$ cat src/rtl/pe_operand_sender.sv
// pe_operand_sender: reads operand matrices A and B from single-port RAMs and replays
// them as the Xin/Yin streams, then waits for cal_done before reporting done.
module pe_operand_sender #(
    parameter int X          = 3,
    parameter int N          = 3,
    parameter int Y          = 3,
    parameter int IN_LEN     = 8,
    parameter int ADDR_WIDTH = 8
) (
    input  logic                  clk,
    input  logic                  sys_rst,
    input  logic                  start,
    input  logic [ADDR_WIDTH-1:0] a_base,
    input  logic [ADDR_WIDTH-1:0] b_base,
    output logic                  busy,
    output logic                  done,
    output logic                  a_rd_en,
    output logic [ADDR_WIDTH-1:0] a_addr,
    input  logic [IN_LEN-1:0]     a_rdata,
    output logic                  b_rd_en,
    output logic [ADDR_WIDTH-1:0] b_addr,
    input  logic [IN_LEN-1:0]     b_rdata,
    output logic                  Xin_val,
    output logic [IN_LEN-1:0]     Xin_data,
    output logic                  Yin_val,
    output logic [IN_LEN-1:0]     Yin_data,
    input  logic                  cal_done
);
    localparam int XN = X * N;
    localparam int NY = N * Y;
    localparam int MX = (XN > NY) ? XN : NY;
    localparam int CW = $clog2(MX + 1);

    typedef enum logic [1:0] {IDLE, ISSUE, DRAIN, WAIT_CAL} state_t;

    state_t                state_q, state_d;
    logic [CW-1:0]         a_cnt_q, a_cnt_d, b_cnt_q, b_cnt_d;
    logic [ADDR_WIDTH-1:0] a_base_q, a_base_d, b_base_q, b_base_d;
    logic                  drain_q, drain_d;
    logic                  a_vld_q, b_vld_q;
    logic                  xin_val_q, yin_val_q;
    logic [IN_LEN-1:0]     xin_data_q, yin_data_q;

    always_comb begin
        state_d  = state_q;
        a_cnt_d  = a_cnt_q;
        b_cnt_d  = b_cnt_q;
        a_base_d = a_base_q;
        b_base_d = b_base_q;
        drain_d  = drain_q;
        a_rd_en  = state_q == ISSUE && a_cnt_q < CW'(XN);
        b_rd_en  = state_q == ISSUE && b_cnt_q < CW'(NY);
        a_addr   = a_base_q + ADDR_WIDTH'(a_cnt_q);
        b_addr   = b_base_q + ADDR_WIDTH'(b_cnt_q);
        done     = state_q == WAIT_CAL && cal_done;
        busy     = state_q != IDLE && !done;
        case (state_q)
            IDLE: if (start) begin
                state_d  = ISSUE;
                a_base_d = a_base;
                b_base_d = b_base;
                a_cnt_d  = '0;
                b_cnt_d  = '0;
            end
            ISSUE: begin
                a_cnt_d = a_cnt_q + CW'(a_rd_en);
                b_cnt_d = b_cnt_q + CW'(b_rd_en);
                if (a_cnt_d == CW'(XN) && b_cnt_d == CW'(NY)) begin
                    state_d = DRAIN;
                    drain_d = 1'b0;
                end
            end
            // two cycles lets the last element leave the 2-stage read pipeline
            DRAIN: begin
                drain_d = 1'b1;
                state_d = drain_q ? WAIT_CAL : DRAIN;
            end
            default: state_d = cal_done ? IDLE : WAIT_CAL;
        endcase
    end

    always_ff @(posedge clk) begin
        if (sys_rst) begin
            state_q    <= IDLE;
            a_cnt_q    <= '0;
            b_cnt_q    <= '0;
            a_base_q   <= '0;
            b_base_q   <= '0;
            drain_q    <= 1'b0;
            a_vld_q    <= 1'b0;
            b_vld_q    <= 1'b0;
            xin_val_q  <= 1'b0;
            yin_val_q  <= 1'b0;
            xin_data_q <= '0;
            yin_data_q <= '0;
        end else begin
            state_q    <= state_d;
            a_cnt_q    <= a_cnt_d;
            b_cnt_q    <= b_cnt_d;
            a_base_q   <= a_base_d;
            b_base_q   <= b_base_d;
            drain_q    <= drain_d;
            a_vld_q    <= a_rd_en;
            b_vld_q    <= b_rd_en;
            xin_val_q  <= a_vld_q;
            yin_val_q  <= b_vld_q;
            xin_data_q <= a_vld_q ? a_rdata : xin_data_q;
            yin_data_q <= b_vld_q ? b_rdata : yin_data_q;
        end
    end

    assign Xin_val  = xin_val_q;
    assign Yin_val  = yin_val_q;
    assign Xin_data = xin_data_q;
    assign Yin_data = yin_data_q;
endmodule
$ cat config.mk
export PLATFORM = sky130hd
export DESIGN_NAME = pe_operand_sender
export DESIGN_NICKNAME = d
export VERILOG_FILES = /design/src/rtl/pe_operand_sender.sv
export SDC_FILE = /design/constraint.sdc
export NUM_CORES = 1
export LEC_CHECK = 0
export ABC_CLOCK_PERIOD_IN_PS = 3600
export CORE_ASPECT_RATIO = 1.4
export CORE_MARGIN = 3
export CORE_UTILIZATION = 30
export DETAILED_ROUTE_END_ITERATION = 7
export PLACE_DENSITY = 0.6
export SYNTH_ARGS = -nofsm -noshare
export SYNTH_HDL_FRONTEND = slang
export SYNTH_SLANG_ARGS = --single-unit
export TNS_END_PERCENT = 30
$ cat constraint.sdc
create_clock -name clk -period 3.6 [get_ports clk]
set_input_delay 0.36 -clock clk [delete_from_list [all_inputs] [get_ports clk]]
set_output_delay 0.36 -clock clk [all_outputs]
set_load 0.02 [all_outputs]
==> metrics.cfg <==
[status]
outcome=completed

[die]
die_height_microns=110
die-area_sq_um=8870
placeableCoreArea_sq_um=7450
rows=37
pin_count=74
chipWidth_microns=80.4
initial_utilization=0.312

[cells_and_area]
nets=384
nFillCells=755
leading_cell_type_in_the_layout_fill_and_taps_excluded=clkdlybuf4s50_1
layoutNonFillerInstCount=427
layout_cell_share_with_drive_strength_beyond_1=0.0364
antenna_cells_inserted=0
area.growth.synth_to_final_pct=39.2
most_frequent_cells_in_the_layout=72 x clkdlybuf4s50_1, 47 x dfxtp_1, 36 x nand2_1

[cts]
clkSinkCount=47
worst_setup_hold_path_clk_slew_ps=90
post-cts-setup-buffer-count=0
clock-root-buffer=clkbuf_8
cts_buffer_count=5
tritoncts=done
cts-htree-levels=2
cts_buffer_depth=2
worstSkewPairLatency_ps=300
cts_hold_buf=0
post_cts.resized_instances=0

[drt]
drt_iter0_markers=57
num_vias=1959
detail-route-antenna-nets=0
detail_route.first_pass.iterations=4
remaining_drc_errors=0
avgViaCountPerCell=4.59
route.final.wire_length_mm=5.29
route.detailed.wl_per_inst_microns=12.4

[setup_path]
reg2regPathDepth=10
worstReg2RegStart=state_q[1]
critPathMaxFanout=4
crit_path_start_kind=flop
arrival_ps=2550
crit_type=reg -> out
regToRegEndpoint=drain_q
cp-end-kind=primary output
r2r_setup_slack_ps=810
crit_required_ps=3240

[logic_synthesis]
proportion_of_synthesized_chip_area_in_sequential_cells=0.404
post_synth_num_cell_types=32
synthesis.area_per_instance_sq_um=8.92
ys_ff_latch=47
yosysWarningCount=0
post_synth_inst_count=261
syn_nets=316
syn-cell-area_sq_um=2330

[timing]
timing.slew.headroom=0.414
slew_at_the_pin_closest_to_its_max_slew_limit_ps=880
fin_crit_sh=0.809
period_minus_slack_ps=2910
totalNegativeSetupSlack_ps=0
slew_viol_final=0
rsz0062_at_grt=no
clock_skew_ps=8.67
maxClockFrequency_mhz=343
finalSetupViolCount=0
postLayoutSetupSlackWorst_ps=688
timing_hold_violations_final=0

[placed_design]
dp_hpwl_mm=3.92
numPortBuffers=73
placedCellCount=419
place_congestion=0.732
place_ws_ps=787

[global_routing]
groute.usage.overall=0.124
maximum_number_of_pins_on_one_net_before_global_route_repair=49
grt_pass1_vias=1834
grt_pass1_wl_mm=8.49
grt_overflow=0
antenna_found_initial=0

[hold_path]
min_delay_worst_endpoint=a_base_q[3]
timing.hold.worst.class=reg -> reg
start_point_of_the_worst_min_delay_path=a_base_q[3]
hold_depth=2

[run]
maxCapViolations=0

[pwr]
power.density_cell_area_nw_per_um2=528
power.ir.vdd_worst_mv=0.212
leakagePower_nw=1.26

-- synthesized netlist by cell type --
cell | instances | share of area
dfxtp_1 | 47 | 0.40
nand2_1 | 36 | 0.058
nor2_1 | 23 | 0.037
a21oi_1 | 22 | 0.047
ha_1 | 17 | 0.091
mux2i_1 | 17 | 0.073
inv_1 | 12 | 0.019
xnor2_1 | 12 | 0.045
nor2b_1 | 11 | 0.030
clkbuf_1 | 10 | 0.016
o21ai_0 | 6 | 0.013
nand3_1 | 5 | 0.011
a21o_1 | 4 | 0.013
a32oi_1 | 4 | 0.015
and2_1 | 4 | 0.011
xor2_1 | 4 | 0.015
nand2b_1 | 3 | 0.0081
nor3_1 | 3 | 0.0064
a211oi_1 | 2 | 0.0064
a22oi_1 | 2 | 0.0064
a311oi_1 | 2 | 0.0075
fa_1 | 2 | 0.017
nor3b_1 | 2 | 0.0064
o2111ai_1 | 2 | 0.0075
o31ai_1 | 2 | 0.0064
a211o_1 | 1 | 0.0038
and4bb_2 | 1 | 0.0054
buf_1 | 1 | 0.0016
buf_2 | 1 | 0.0021
nand3_2 | 1 | 0.0043
o21ai_1 | 1 | 0.0021
o31ai_4 | 1 | 0.0091
-- per-stage QoR --
stage          utilization  hold slack [ps]  power [mW]  cell area, sq um
3_3_place_gp         0.420              451        1.33              3130
2_1_floorplan            -              440        1.08              2330
6_report             0.435              465        1.71              3240
4_1_cts              0.435              469        1.75              3240
5_1_grt              0.435              496        1.83              3240
3_5_place_dp         0.420              456        1.35              3130
-- worst max path at each step --
stage | slack [ps] | start | cells past startpoint | end
final | 690 | a_cnt_q[0] | 9 | a_addr[6]
after global routing | 490 | a_cnt_q[1] | 8 | a_addr[6]
after CTS | 640 | a_cnt_q[0] | 9 | a_addr[6]
after detailed placement | 790 | state_q[1] | 10 | drain_q
after global placement | 920 | state_q[1] | 10 | state_q[1]
after floorplan | 860 | state_q[1] | 11 | drain_q
-- report_power, final --
group          switching (mW)  internal (mW)
clock                   0.182          0.207
sequential             0.0670          0.593
combinational           0.362          0.301
total                   0.611           1.10
-- sequential cells by signal, indices dropped and copies added (netlist names) --
name,count
Xin_data,8
Yin_data,8
a_base_q,8
b_base_q,8
a_cnt_q,4
b_cnt_q,4
state_q,2
Xin_val,1
Yin_val,1
a_vld_q,1
b_vld_q,1
drain_q,1
-- per-layer routing --
layer | global-route usage | wire length, microns | vias up
li1 | - | - | 1018
met1 | 0.139 | 2230 | 885
met2 | 0.219 | 2620 | 49
met3 | 0.0358 | 358 | 7
met4 | 0.0471 | 79 | 0
met5 | 0 | 0 | -
-- critical path: stages (launching register included) --
cell and delay [ps]:
dfxtp_1 400, ha_1 190, inv_1 60, fa_1 400
nor2b_1 120, o21ai_0 80, nand2b_1 120, nand3_1 100
xnor2_1 160, clkdlybuf4s50_1 620
-- layout make-up --
type,count,area [sq um],area share
Sequential cell,47,941,0.290
Clock inverter,3,43.8,0.0135
Multi-Input combinational cell,190,1290,0.400
Inverter,12,45.0,0.0139
Tap cell,97,121,0.0375
Clock buffer,5,68.8,0.0212
Timing Repair Buffer,73,726,0.224
-- logic make-up after synthesis --
group | Yosys count | share of synthesized area
and+or+nand+nor | 89 | 0.177
AOI/OAI and AO/OA | 49 | 0.138
DFF | 47 | 0.404
buffers and inverters | 24 | 0.0392
adders and majority gates | 19 | 0.109
muxes | 17 | 0.0731
xor gates and xnor gates | 16 | 0.0602
Power figures use the tool's default switching activity.
